[src/rtl/apb_if.sv]
// APB bus bundle between a requester and the timer peripheral.
// Zero-wait-state subset: no pready or pslverr.
interface apb_if;
  logic        psel;
  logic        penable;
  logic [31:0] paddr;
  logic        pwrite;
  logic [31:0] pwdata;
  logic [31:0] prdata;

  modport master (
    output psel, penable, paddr, pwrite, pwdata,
    input  prdata
  );

  modport slave (
    input  psel, penable, paddr, pwrite, pwdata,
    output prdata
  );
endinterface

[src/rtl/apb_timer.sv]
// APB down-counting timer: prescaler, one-shot/auto-reload,
// sticky expiry flag and a registered level interrupt.
module apb_timer #(
  parameter int CNT_W   = 32,
  parameter int PRESC_W = 16
) (
  input  logic  clk,
  input  logic  rst_n,
  apb_if.slave  apb,
  output logic  irq
);

  localparam logic [11:0] A_CTRL = 12'h000;
  localparam logic [11:0] A_LOAD = 12'h004;
  localparam logic [11:0] A_CNT  = 12'h008;
  localparam logic [11:0] A_STAT = 12'h00C;

  logic               en_q, en_d;
  logic               auto_q, auto_d;
  logic               ien_q, ien_d;
  logic [PRESC_W-1:0] presc_q, presc_d;
  logic [PRESC_W-1:0] pcnt_q, pcnt_d;
  logic [CNT_W-1:0]   load_q, load_d;
  logic [CNT_W-1:0]   count_q, count_d;
  logic               expired_q, expired_d;
  logic               irq_q, irq_d;
  logic [31:0]        prdata_q, prdata_d;

  logic [11:0] addr;
  logic        setup_rd;
  logic        wr;
  logic        sel_ctrl, sel_load, sel_cnt, sel_stat;
  logic        wr_ctrl, wr_load, wr_stat;
  logic        tick;
  logic [31:0] rdata;
  logic [31:0] ctrl_rd;
  logic        unused_addr;

  assign addr     = apb.paddr[11:0];
  assign setup_rd = apb.psel & ~apb.penable & ~apb.pwrite;
  assign wr       = apb.psel & apb.penable & apb.pwrite;

  assign sel_ctrl = (addr == A_CTRL);
  assign sel_load = (addr == A_LOAD);
  assign sel_cnt  = (addr == A_CNT);
  assign sel_stat = (addr == A_STAT);

  assign wr_ctrl = wr & sel_ctrl;
  assign wr_load = wr & sel_load;
  assign wr_stat = wr & sel_stat;

  assign unused_addr = ^apb.paddr[31:12];

  assign tick = en_q && (pcnt_q == presc_q);

  always_comb begin
    ctrl_rd = '0;
    ctrl_rd[0] = en_q;
    ctrl_rd[1] = auto_q;
    ctrl_rd[2] = ien_q;
    ctrl_rd[16 +: PRESC_W] = presc_q;
  end

  always_comb begin
    rdata = '0;
    unique case (1'b1)
      sel_ctrl: rdata = ctrl_rd;
      sel_load: rdata[CNT_W-1:0] = load_q;
      sel_cnt:  rdata[CNT_W-1:0] = count_q;
      sel_stat: rdata[0] = expired_q;
      default:  rdata = '0;
    endcase
  end

  always_comb begin
    en_d      = en_q;
    auto_d    = auto_q;
    ien_d     = ien_q;
    presc_d   = presc_q;
    load_d    = load_q;
    count_d   = count_q;
    expired_d = expired_q;
    prdata_d  = prdata_q;

    // Wraps only on equality; a lowered PRESC rolls over naturally.
    if (!en_q)
      pcnt_d = '0;
    else if (tick)
      pcnt_d = '0;
    else
      pcnt_d = pcnt_q + 1'b1;

    if (wr_stat && apb.pwdata[0])
      expired_d = 1'b0;

    if (tick && !wr_load) begin
      if (count_q != '0) begin
        count_d = count_q - 1'b1;
      end else begin
        expired_d = 1'b1;
        if (auto_q)
          count_d = load_q;
        else
          en_d = 1'b0;
      end
    end

    if (wr_ctrl) begin
      en_d    = apb.pwdata[0];
      auto_d  = apb.pwdata[1];
      ien_d   = apb.pwdata[2];
      presc_d = apb.pwdata[16 +: PRESC_W];
    end

    if (wr_load) begin
      load_d  = apb.pwdata[CNT_W-1:0];
      count_d = apb.pwdata[CNT_W-1:0];
      pcnt_d  = '0;
    end

    if (setup_rd)
      prdata_d = rdata;

    irq_d = expired_d & ien_d;
  end

  always_ff @(posedge clk or negedge rst_n) begin
    if (!rst_n) begin
      en_q      <= 1'b0;
      auto_q    <= 1'b0;
      ien_q     <= 1'b0;
      presc_q   <= '0;
      pcnt_q    <= '0;
      load_q    <= '0;
      count_q   <= '0;
      expired_q <= 1'b0;
      irq_q     <= 1'b0;
      prdata_q  <= '0;
    end else begin
      en_q      <= en_d;
      auto_q    <= auto_d;
      ien_q     <= ien_d;
      presc_q   <= presc_d;
      pcnt_q    <= pcnt_d;
      load_q    <= load_d;
      count_q   <= count_d;
      expired_q <= expired_d;
      irq_q     <= irq_d;
      prdata_q  <= prdata_d;
    end
  end

  assign apb.prdata = prdata_q;
  assign irq        = irq_q;

endmodule

[src/flat_wrapper.sv]
// flat-port wrapper written by rule: the top's interface ports become plain ports
module apb_timer_flat 
#(
  parameter int CNT_W   = 32,
  parameter int PRESC_W = 16
)
  (clk, rst_n, irq, apb_psel, apb_penable, apb_paddr, apb_pwrite, apb_pwdata, apb_prdata);
  apb_if apb_i ();
  input  logic clk;
  input  logic rst_n;
  output logic irq;
  input wire logic [$bits(apb_i.psel)-1:0] apb_psel;
  input wire logic [$bits(apb_i.penable)-1:0] apb_penable;
  input wire logic [$bits(apb_i.paddr)-1:0] apb_paddr;
  input wire logic [$bits(apb_i.pwrite)-1:0] apb_pwrite;
  input wire logic [$bits(apb_i.pwdata)-1:0] apb_pwdata;
  output wire logic [$bits(apb_i.prdata)-1:0] apb_prdata;
  assign apb_i.psel = apb_psel;
  assign apb_i.penable = apb_penable;
  assign apb_i.paddr = apb_paddr;
  assign apb_i.pwrite = apb_pwrite;
  assign apb_i.pwdata = apb_pwdata;
  assign apb_prdata = apb_i.prdata;
  apb_timer #(.CNT_W(CNT_W), .PRESC_W(PRESC_W)) u_core (.clk(clk), .rst_n(rst_n), .apb(apb_i), .irq(irq));
endmodule
[config.mk]
export PLATFORM = sky130hd
export DESIGN_NAME = apb_timer_flat
export DESIGN_NICKNAME = d
export VERILOG_FILES = /design/src/rtl/apb_if.sv /design/src/rtl/apb_timer.sv /design/src/flat_wrapper.sv
export SDC_FILE = /design/constraint.sdc
export NUM_CORES = 1
export LEC_CHECK = 0
export ABC_AREA = 0
export CORE_UTILIZATION = 50
export DETAILED_ROUTE_END_ITERATION = 16
export GPL_TIMING_DRIVEN = 0
export PLACE_DENSITY_LB_ADDON = 0.08
export SLEW_MARGIN = 20
export SYNTH_ARGS = -nofsm -noshare
export SYNTH_HDL_FRONTEND = slang
export SYNTH_SLANG_ARGS = --single-unit
[constraint.sdc]
create_clock -name clk -period 2.4 [get_ports clk]
set_clock_uncertainty 0.05 [all_clocks]
set_input_delay 0.6 -clock clk [delete_from_list [all_inputs] [get_ports clk]]
set_output_delay 0.6 -clock clk [all_outputs]
set_load 0.05 [all_outputs]
After elaboration in Yosys (flattened, before gate mapping)
Cells that the tools add are included.
{"block": "totals", "out_inout_bits": 33, "word_cells": 56, "ff_bits": 133, "in_bits": 69}
{"block": "classes", "n_addsub": 2, "n_mux": 17, "n_reduce_logical": 11, "eq_ne": 6, "n_bitwise": 10}
{"cell": "$mux W32", "n": 4}
{"cell": "$pmux W31 S3", "n": 1}
{"cell": "$mux W16", "n": 3}
{"cell": "$reduce_bool A32 Y1", "n": 1}
{"cell": "$sub A32 B1 Y32 const B", "n": 1}
{"cell": "$eq A12 B4 Y1 const B", "n": 2}
{"cell": "$add A16 B1 Y16 const B", "n": 1}
{"cell": "$eq A16 B16 Y1", "n": 1}
{"cell": "$eq A12 B3 Y1 const B", "n": 1}
{"cell": "$logic_not A12 Y1", "n": 1}
{"cell": "$and A1 B1 Y1", "n": 8}
{"cell": "$mux W1", "n": 8}
{"cell": "$pmux W1 S4", "n": 1}
{"cell": "$reduce_bool A2 Y1", "n": 2}
{"cell": "$logic_and A1 B1 Y1", "n": 3}
{"cell": "$reduce_and A3 Y1", "n": 1}
{"cell": "$reduce_bool A3 Y1", "n": 1}
{"cell": "$ne A2 B1 Y1 const B", "n": 1}
{"cell": "$ne A2 B2 Y1 const B", "n": 1}
{"cell": "$not A1 Y1", "n": 2}
{"cell": "$reduce_and A2 Y1", "n": 1}
{"cell": "$logic_not A1 Y1", "n": 1}

Logic depth before layout (Yosys ltp)
Gate-level depths: netlist of the first run.
{"block": "logic_depth", "word_depth": 8, "depth_mapped": 9, "ltp_nobuf": 8}

Worst setup path after synthesis of the first run
OpenSTA, ideal clock, no wires.
{"block": "synth_path", "kind": "input to register", "startpoint": "input apb_paddr[7]", "endpoint": "register u_core.load_q[13]", "required_time_ns": 2.231, "t_arrival_ns": 2.202, "path_slack_ns": 0.030, "n_path_buf": 3, "setup_ns": 0.119, "cell_stages": 8, "cell_sequence": "nor4_1 > nand4_1 > or2_2 > clkbuf_1 > clkbuf_1 > clkbuf_1 > nand2_1 > nand2_1"}
{"block": "synth_via", "elab_chain_len": 2}
{"item": "start: declaration", "line": "flat_wrapper.sv:14", "text": "input wire logic [$bits(apb_i.paddr)-1:0] apb_paddr;"}
{"item": "$eq A12 B3 Y1", "line": "apb_timer.sv:44", "text": "assign sel_load = (addr == A_LOAD);"}
{"item": "$and A1 B1 Y1", "line": "apb_timer.sv:49", "text": "assign wr_load = wr & sel_load;"}
{"item": "end signal: assignment", "line": "apb_timer.sv:145", "text": "load_q <= load_d;"}
{"item": "end: declaration", "line": "apb_timer.sv:23", "text": "logic [CNT_W-1:0] load_q, load_d;"}
No other way between the ends.
A chain may end at the register's enable or synchronous reset.

Final worst setup path of the first run
{"block": "layout_path", "startpoint": "register u_core.count_q[16]", "endpoint": "register u_core.count_q[31]"}
{"block": "layout_via", "elab_chain_len": 4, "elab_cells_between_ends": 7, "classes_between": "add/sub: 1; mux: 3; reduce/logical: 3"}
{"item": "start: declaration", "line": "apb_timer.sv:24", "text": "logic [CNT_W-1:0] count_q, count_d;"}
{"item": "start signal: assignment", "line": "apb_timer.sv:146", "text": "count_q <= count_d;"}
{"item": "$sub A32 B1 Y32 or $reduce_bool A32 Y1 (tied branches)", "line": "apb_timer.sv:98, apb_timer.sv:97"}
{"item": "$mux W32", "line": "apb_timer.sv:97", "text": "if (count_q != '0) begin"}
{"item": "$mux W32", "line": "apb_timer.sv:96", "text": "if (tick && !wr_load) begin"}
{"item": "$mux W32", "line": "apb_timer.sv:115", "text": "if (wr_load) begin"}
Parallel ways exist; a longest one is shown, timed or not. The select of a mux whose other input is x is not followed.

==> run metrics, run 1 <==
Peak VDD IR 0.000498 V; worst min path class primary input to async pin; Crit-path slowest cell or4_4; gr ovfl total 0; initial antenna violation count 0; Synth Instances 800; startpoint type of the worst setup path flip-flop; port bufs 80; Syn Std Cell Area 7240 um2; WHS 60.0 ps; area occupied by multi-input gates 4110 um2; post-route minimum period 2480 ps; DIE WIDTH 122 um; DRC 0; Peak Freq 404 MHz; Num Clock Sinks 133; Crit Path Class flip-flop to flip-flop; nets@finish 1013; number of synthesized register bits 133; DP HPWL 18300 um; failing checks negative setup slack; Comb power frac under 10%; Sequential Area 3340 um2; Max FO, Critical Path 5; hold buffer count at cts 0; clk buf depth 2; Synth area leaders dfrtp_1 46%, nand2_1 6.8%, o21ai_0 3.9%; Syn Nets 872; sequential fraction of the synthesis area 46.0%; total track usage 37.0%; clk slew on worst S/H paths 60 ps; I/O pin count 102; Pre-antenna DRT Iters 5; Critical Path RT 2660 ps; RD Place Congestion 0.940; wire per inst 24.0 um; ys flop type dfrtp_1; Sequential Power Share roughly 46%; Via Count 7329; Final Setup Violations 7; Synth Area per Inst 9.05 um2; post-synth top area cell dfrtp_1; Root Driver clkbuf_16; Yosys cell types 66; Worst-Margin Slew 777 ps; DRT iter0 DRCs about 820; total CTS buffers 17; count leader, synth dfrtp_1; internal power ~3.8 mW; Warnings, synthesis 0; Total Power slightly below 5 mW; RSZ-0062 raised after global routing true; worst-path cell chain nor4_4, buf_6, nand4_4, or4_4, a31oi_4, buf_8, o21bai_4, o21a_1; synth cell count leaders 133 x dfrtp_1, 132 x nand2_1, 67 x nor2_1; Vias per Instance roughly 6.5; EDFF count, synth 0; Clock power frac 48.5%; total core area 14000 um2; ANT nets after route 0; switch share a little under a quarter; Core Rows 43; status finished, violations left; Skew-Pair Late Insertion Delay 430 ps; H-tree depth 4; maxcap violations 0; vias in the first global route between 6000 and 7000; Fill cells 1106; die height between 100 and 150 um; Final Max Slew Viols 0; Die ar. 15000 um2; max incr delay on CP approximately 600 ps; Post-synth ARST share 100%; final worst-path cycle share 103%; P_sw 1.15 mW; Pleak 4.27 nW; PwrDens 509 nW/um2; Area growth, synth to finish 34.4%; # diodes 0; share of cells above drive strength 1 22.2%; Arr. time, crit path 2730 ps; first-pass GRT wire length 40600 um; CP Capture Type flip-flop; largest net degree at the start of global routing 69; Slew HR 48.2%; Final Hold Violating Endpoints 0; top-area cell type share of the netlist area 46.0%; starting density of the core 51.8%; CTS tree built; Post-Route WL 27200 um; post-route setup slack -77.8 ps
-- sequential cells by signal (all words and copies together), names as in the netlist --
register	count
u_core.irq	1
u_core.load_q	32
u_core.auto_q	1
u_core.presc_q	16
u_core.en_q	1
u_core.ien_q	1
u_core.apb.prdata	32
u_core.count_q	32
u_core.pcnt_q	16
u_core.expired_q	1
-- logic make-up after synthesis --
kind of cell | synth area share (%)
AND/OR/NAND/NOR | 22.9
AO/OA/AOI/OAI | 16.7
flip-flops | 46.0
buffers and inverters | 3.65
multiplexers | 6.29
XOR/XNOR | 3.99
adder cells (fa/ha/maj) | 0.518
-- final timing paths --
kind / startpoint / endpoint / slack [ps] / cells past startpoint
max: u_core.count_q[16]$_DFFE_PN0P_ / u_core.count_q[31]$_DFFE_PN0P_ / -80 / 8
min: rst_n / u_core.apb.prdata[30]$_DFFE_PN0P_ / 60 / 1
max reg2reg: u_core.count_q[16]$_DFFE_PN0P_ / u_core.count_q[31]$_DFFE_PN0P_ / -80 / 8
min reg2reg: u_core.apb.prdata[5]$_DFFE_PN0P_ / u_core.apb.prdata[5]$_DFFE_PN0P_ / 420 / 2
max in group asynchronous: rst_n / u_core.count_q[16]$_DFFE_PN0P_ / 1490 / 2
min in group clk: u_core.apb.prdata[5]$_DFFE_PN0P_ / u_core.apb.prdata[5]$_DFFE_PN0P_ / 420 / 2
-- cell usage in the layout (no fill, tap or decap), types with 8 or more instances in the layout --
master,n
nor4_4,10
nor2_1,61
clkbuf_1,11
xnor2_1,11
nand4_1,10
o211ai_1,18
clkdlybuf4s50_1,70
nand3_1,20
inv_1,12
mux2_2,17
buf_4,41
xor2_1,22
clkbuf_16,17
o21ai_0,52
and3_1,11
buf_6,13
nor3_1,14
mux2i_1,23
a22oi_1,13
a21oi_1,45
nand2_1,130
dfrtp_1,127
clkbuf_4,8
-- worst max-delay path, delay by kind of cell (launching register included) --
family | cells | cell delay (ps)
flip-flops | 1 | 450
AND/OR/NAND/NOR | 3 | 1020
buffers and inverters | 2 | 350
AO/OA/AOI/OAI | 3 | 490
-- power groups by stage --
stage	logic, mW	clock network [mW]	registers [mW]
floorplan	0.0800	0	2.29
CTS	0.277	2.41	2.26
global placement	0.242	0	2.30
finish	0.289	2.40	2.26
global route	0.310	2.51	2.26
detailed placement	0.252	0	2.30
-- timing repair --
| action | 4_1_cts | 5_1_grt |
|---|---|---|
| gates cloned | 2 | 1 |
| hold endpoints to repair | 0 | 0 |
| resized for setup | 102 | 58 |
| buffers inserted | 29 | 17 |
| setup endpoints to repair | 119 | 102 |
| pin swaps | 22 | 19 |
-- per-stage QoR --
stage                     TNS (ps)  util [%]  setup slack [ps]  instances  instance area [um2]
final                         -274      69.6             -77.8       1131                 9730
after global routing          -649      69.6              -106       1131                 9730
after CTS                    -48.1      67.7             -22.5       1120                 9460
after detailed placement   -115340      59.3             -1540       1061                 8300
after global placement     -704280      59.1             -4500       1060                 8270
after floorplan                  0         -              29.7        800                 7240
-- layer usage --
layer | part of all wire [%] | vias to the layer above | GRT usage, %
met2 | 46 | 490 | 57.7
met1 | 40 | 3573 | 50.8
li1 | - | 3156 | -
met3 | 9.3 | 110 | 7.39
met4 | 4.6 | 0 | 14.1
met5 | 0 | - | 0
-- final cells by class --
cell class	count	area share, %
buffer	40	2.71
clock buffer	19	4.55
clock inverter	10	0.887
inverter	14	0.540
multi-input combinational	607	42.2
sequential	133	34.3
tap	180	2.31
timing repair buffer	128	12.5
(Power assumes the default switching activity.)
==> inputs of run 2 (changes only) <==
--- a/config.mk
+++ b/config.mk
@@ -8,9 +8,10 @@
 export ABC_AREA = 0
 export CORE_UTILIZATION = 50
 export DETAILED_ROUTE_END_ITERATION = 16
+export GPL_ROUTABILITY_DRIVEN = 0
 export GPL_TIMING_DRIVEN = 0
 export PLACE_DENSITY_LB_ADDON = 0.08
-export SLEW_MARGIN = 20
+export SLEW_MARGIN = 10
 export SYNTH_ARGS = -nofsm -noshare
 export SYNTH_HDL_FRONTEND = slang
 export SYNTH_SLANG_ARGS = --single-unit
==> run 2 against run 1 <==
Against the previous run: the run still ends with negative setup slack left; clock-buffer cell count rose by 7; sequential share of layout area fell by 0.24 points; clock power rose by 4%; maximum frequency fell by 4.3%; total power rose by 1.8%; flip-flop and latch count did not move; global-route usage fell by 2.3 points; critical path depth rose by 1; wire length fell by 6.5%; first-iteration DRC count rose by 12%; non-clock buffer count rose by 7; critical path type unchanged; largest power group unchanged.
==> run metrics, run 2 (synthesis gave the netlist of run 1 again) <==
status finished, violations left; failing checks negative setup slack; initial antenna violation count 0 (unchanged); die height 122 um (unchanged); ANT nets after route 0 (unchanged); Peak Freq 386 MHz (-4.3%); Skew-Pair Late Insertion Delay 430 ps (about the same); I/O pin count 102 (unchanged); Final Max Slew Viols 0 (unchanged); final worst-path cycle share 108% (+4.6 points); Root Driver clkbuf_16; worst-path cell chain inv_2, ha_4, nor3b_4, nand4_4, or4_4, a31oi_4, buf_6, o21bai_1, o21a_1; Die ar. 15000 um2 (unchanged); hold buffer count at cts 0 (unchanged); Final Setup Violations 22 (+15); Max FO, Critical Path 5 (unchanged); clk slew on worst S/H paths 60 ps (about the same); RSZ-0062 raised after global routing true; clk buf depth 2 (unchanged); Cells after DPL 1061 (unchanged); Core Rows 43 (unchanged); Via Count 7420 (+1.2%); Crit Path Class flip-flop to flip-flop; starting density of the core 51.8% (unchanged); Arr. time, crit path 2860 ps (+130 ps); DRC 0 (unchanged); final cell count without fillers 1138 (+0.62%); vias in the first global route 6922 (-1.0%); gr ovfl total 0 (unchanged); CTS tree built; PwrDens 515 nW/um2 (+1.2%); Slew HR 48.9% (+0.64 points); Vias per Instance 6.52 (+0.62%); post-route minimum period 2590 ps (+111 ps); DRT iter0 DRCs 918 (+12%); worst min path class primary input to async pin; largest net degree at the start of global routing 75 (+8.7%); port bufs 80 (unchanged); wire per inst 22.3 um (-7.1%); Worst-Margin Slew 763 ps (-13.8 ps); Area growth, synth to finish 35.2%; DIE WIDTH 122 um (unchanged); CP Capture Type flip-flop; Crit-path slowest cell or4_4; H-tree depth 4 (unchanged); total core area 14000 um2 (unchanged); Peak VDD IR 0.000479 V (-3.7%); Pleak 4.34 nW (+1.8%); first-pass GRT wire length 38200 um (-5.7%); DP HPWL 16400 um (-10%); Critical Path RT 2670 ps (about the same); WHS 98.4 ps (+38.4 ps); # diodes 0 (unchanged); share of cells above drive strength 1 21.3% (-0.89 points); startpoint type of the worst setup path flip-flop; maxcap violations 0 (unchanged); total CTS buffers 17 (unchanged); max incr delay on CP 620 ps (+20 ps); Post-Route WL 25400 um (-6.5%); Fill cells 1078 (-2.5%); Final Hold Violating Endpoints 0 (unchanged); post-route setup slack -188 ps (-111 ps); Num Clock Sinks 133 (unchanged); nets@finish 1020 (+0.69%); commonest cells after routing, fill and taps aside 130 x nand2_1, 130 x dfrtp_1, 71 x clkdlybuf4s50_1; Pre-antenna DRT Iters 6 (+1); total track usage 34.7% (-2.3 points)
## run 2: cell types whose count changed in the layout (fill, tap and decap cells not counted), moves of 4 or more
cell,delta
clkinv_2,-4
dlygate4sd2_1,-6
clkbuf_4,-4
buf_4,+8
dlymetal6s2s_1,+5
clkbuf_8,+5
## run 2: final timing paths
check / start / endpoint / slack, ps / depth (start not counted)
min: rst_n / u_core.apb.prdata[30]$_DFFE_PN0P_ / 100 / 1
min in group clk: u_core.apb.prdata[29]$_DFFE_PN0P_ / u_core.apb.prdata[29]$_DFFE_PN0P_ / 420 / 2
max: u_core.count_q[0]$_DFFE_PN0P_ / u_core.count_q[31]$_DFFE_PN0P_ / -190 / 9
min reg2reg: u_core.apb.prdata[29]$_DFFE_PN0P_ / u_core.apb.prdata[29]$_DFFE_PN0P_ / 420 / 2
max reg2reg: u_core.count_q[0]$_DFFE_PN0P_ / u_core.count_q[31]$_DFFE_PN0P_ / -190 / 9
max in group asynchronous: rst_n / u_core.count_q[16]$_DFFE_PN0P_ / 1420 / 2
## run 2: critical path: cells and delay by family, from the launching register on
| family | cells | cell delay (ps) |
|---|---|---|
| AND/OR/NAND/NOR | 3 | 1030 |
| AO/OA/AOI/OAI | 3 | 520 |
| flip-flops | 1 | 410 |
| buffers and inverters | 2 | 300 |
| adder cells (fa/ha/maj) | 1 | 140 |
## run 2: per-layer routing
metal	routed length, um	global-route usage (%)	vias to the layer above
met5	0	0	-
met4	1520	17.4	0
met3	2760	8.92	156
met2	11200	52.6	578
met1	9940	46.0	3512
li1	-	-	3174
## run 2: repair_timing
item	in CTS	in global routing
resized for setup	71	78
setup buffers	28	24
pin swaps	16	35
endpoints found under the setup margin	117	107
cloned	1	2
## run 2: final cells by class
type                            instances  area (um2)  area share, %
Timing Repair Buffer                  134        1290           13.2
Buffer                                 41         279           2.85
Sequential cell                       133        3330           34.0
Inverter                               14        52.6          0.537
Clock inverter                          3        42.5          0.434
Clock buffer                           26         519           5.30
Tap cell                              180         225           2.30
Multi-Input combinational cell        607        4050           41.3
## run 2: metrics by stage
step	TNS (ps)	power, mW	util [%]	setup WS, ps	cell area (um2)
6_report	-2330	5.04	70.0	-188	9790
5_1_grt	-3420	5.19	70.0	-225	9790
4_1_cts	-33.5	5.04	67.0	-20.3	9370
3_5_place_dp	-113270	2.54	59.3	-1490	8300
3_3_place_gp	-701140	2.54	59.1	-4500	8270
2_1_floorplan	0	2.37	-	29.7	7240
## run 2: where the power goes
part	switching (mW)	total (mW)	leakage [nW]	internal (mW)
Clock	0.923	2.49	0.274	1.57
Sequential	0.00904	2.26	1.77	2.25
Combinational	0.161	0.287	2.30	0.126
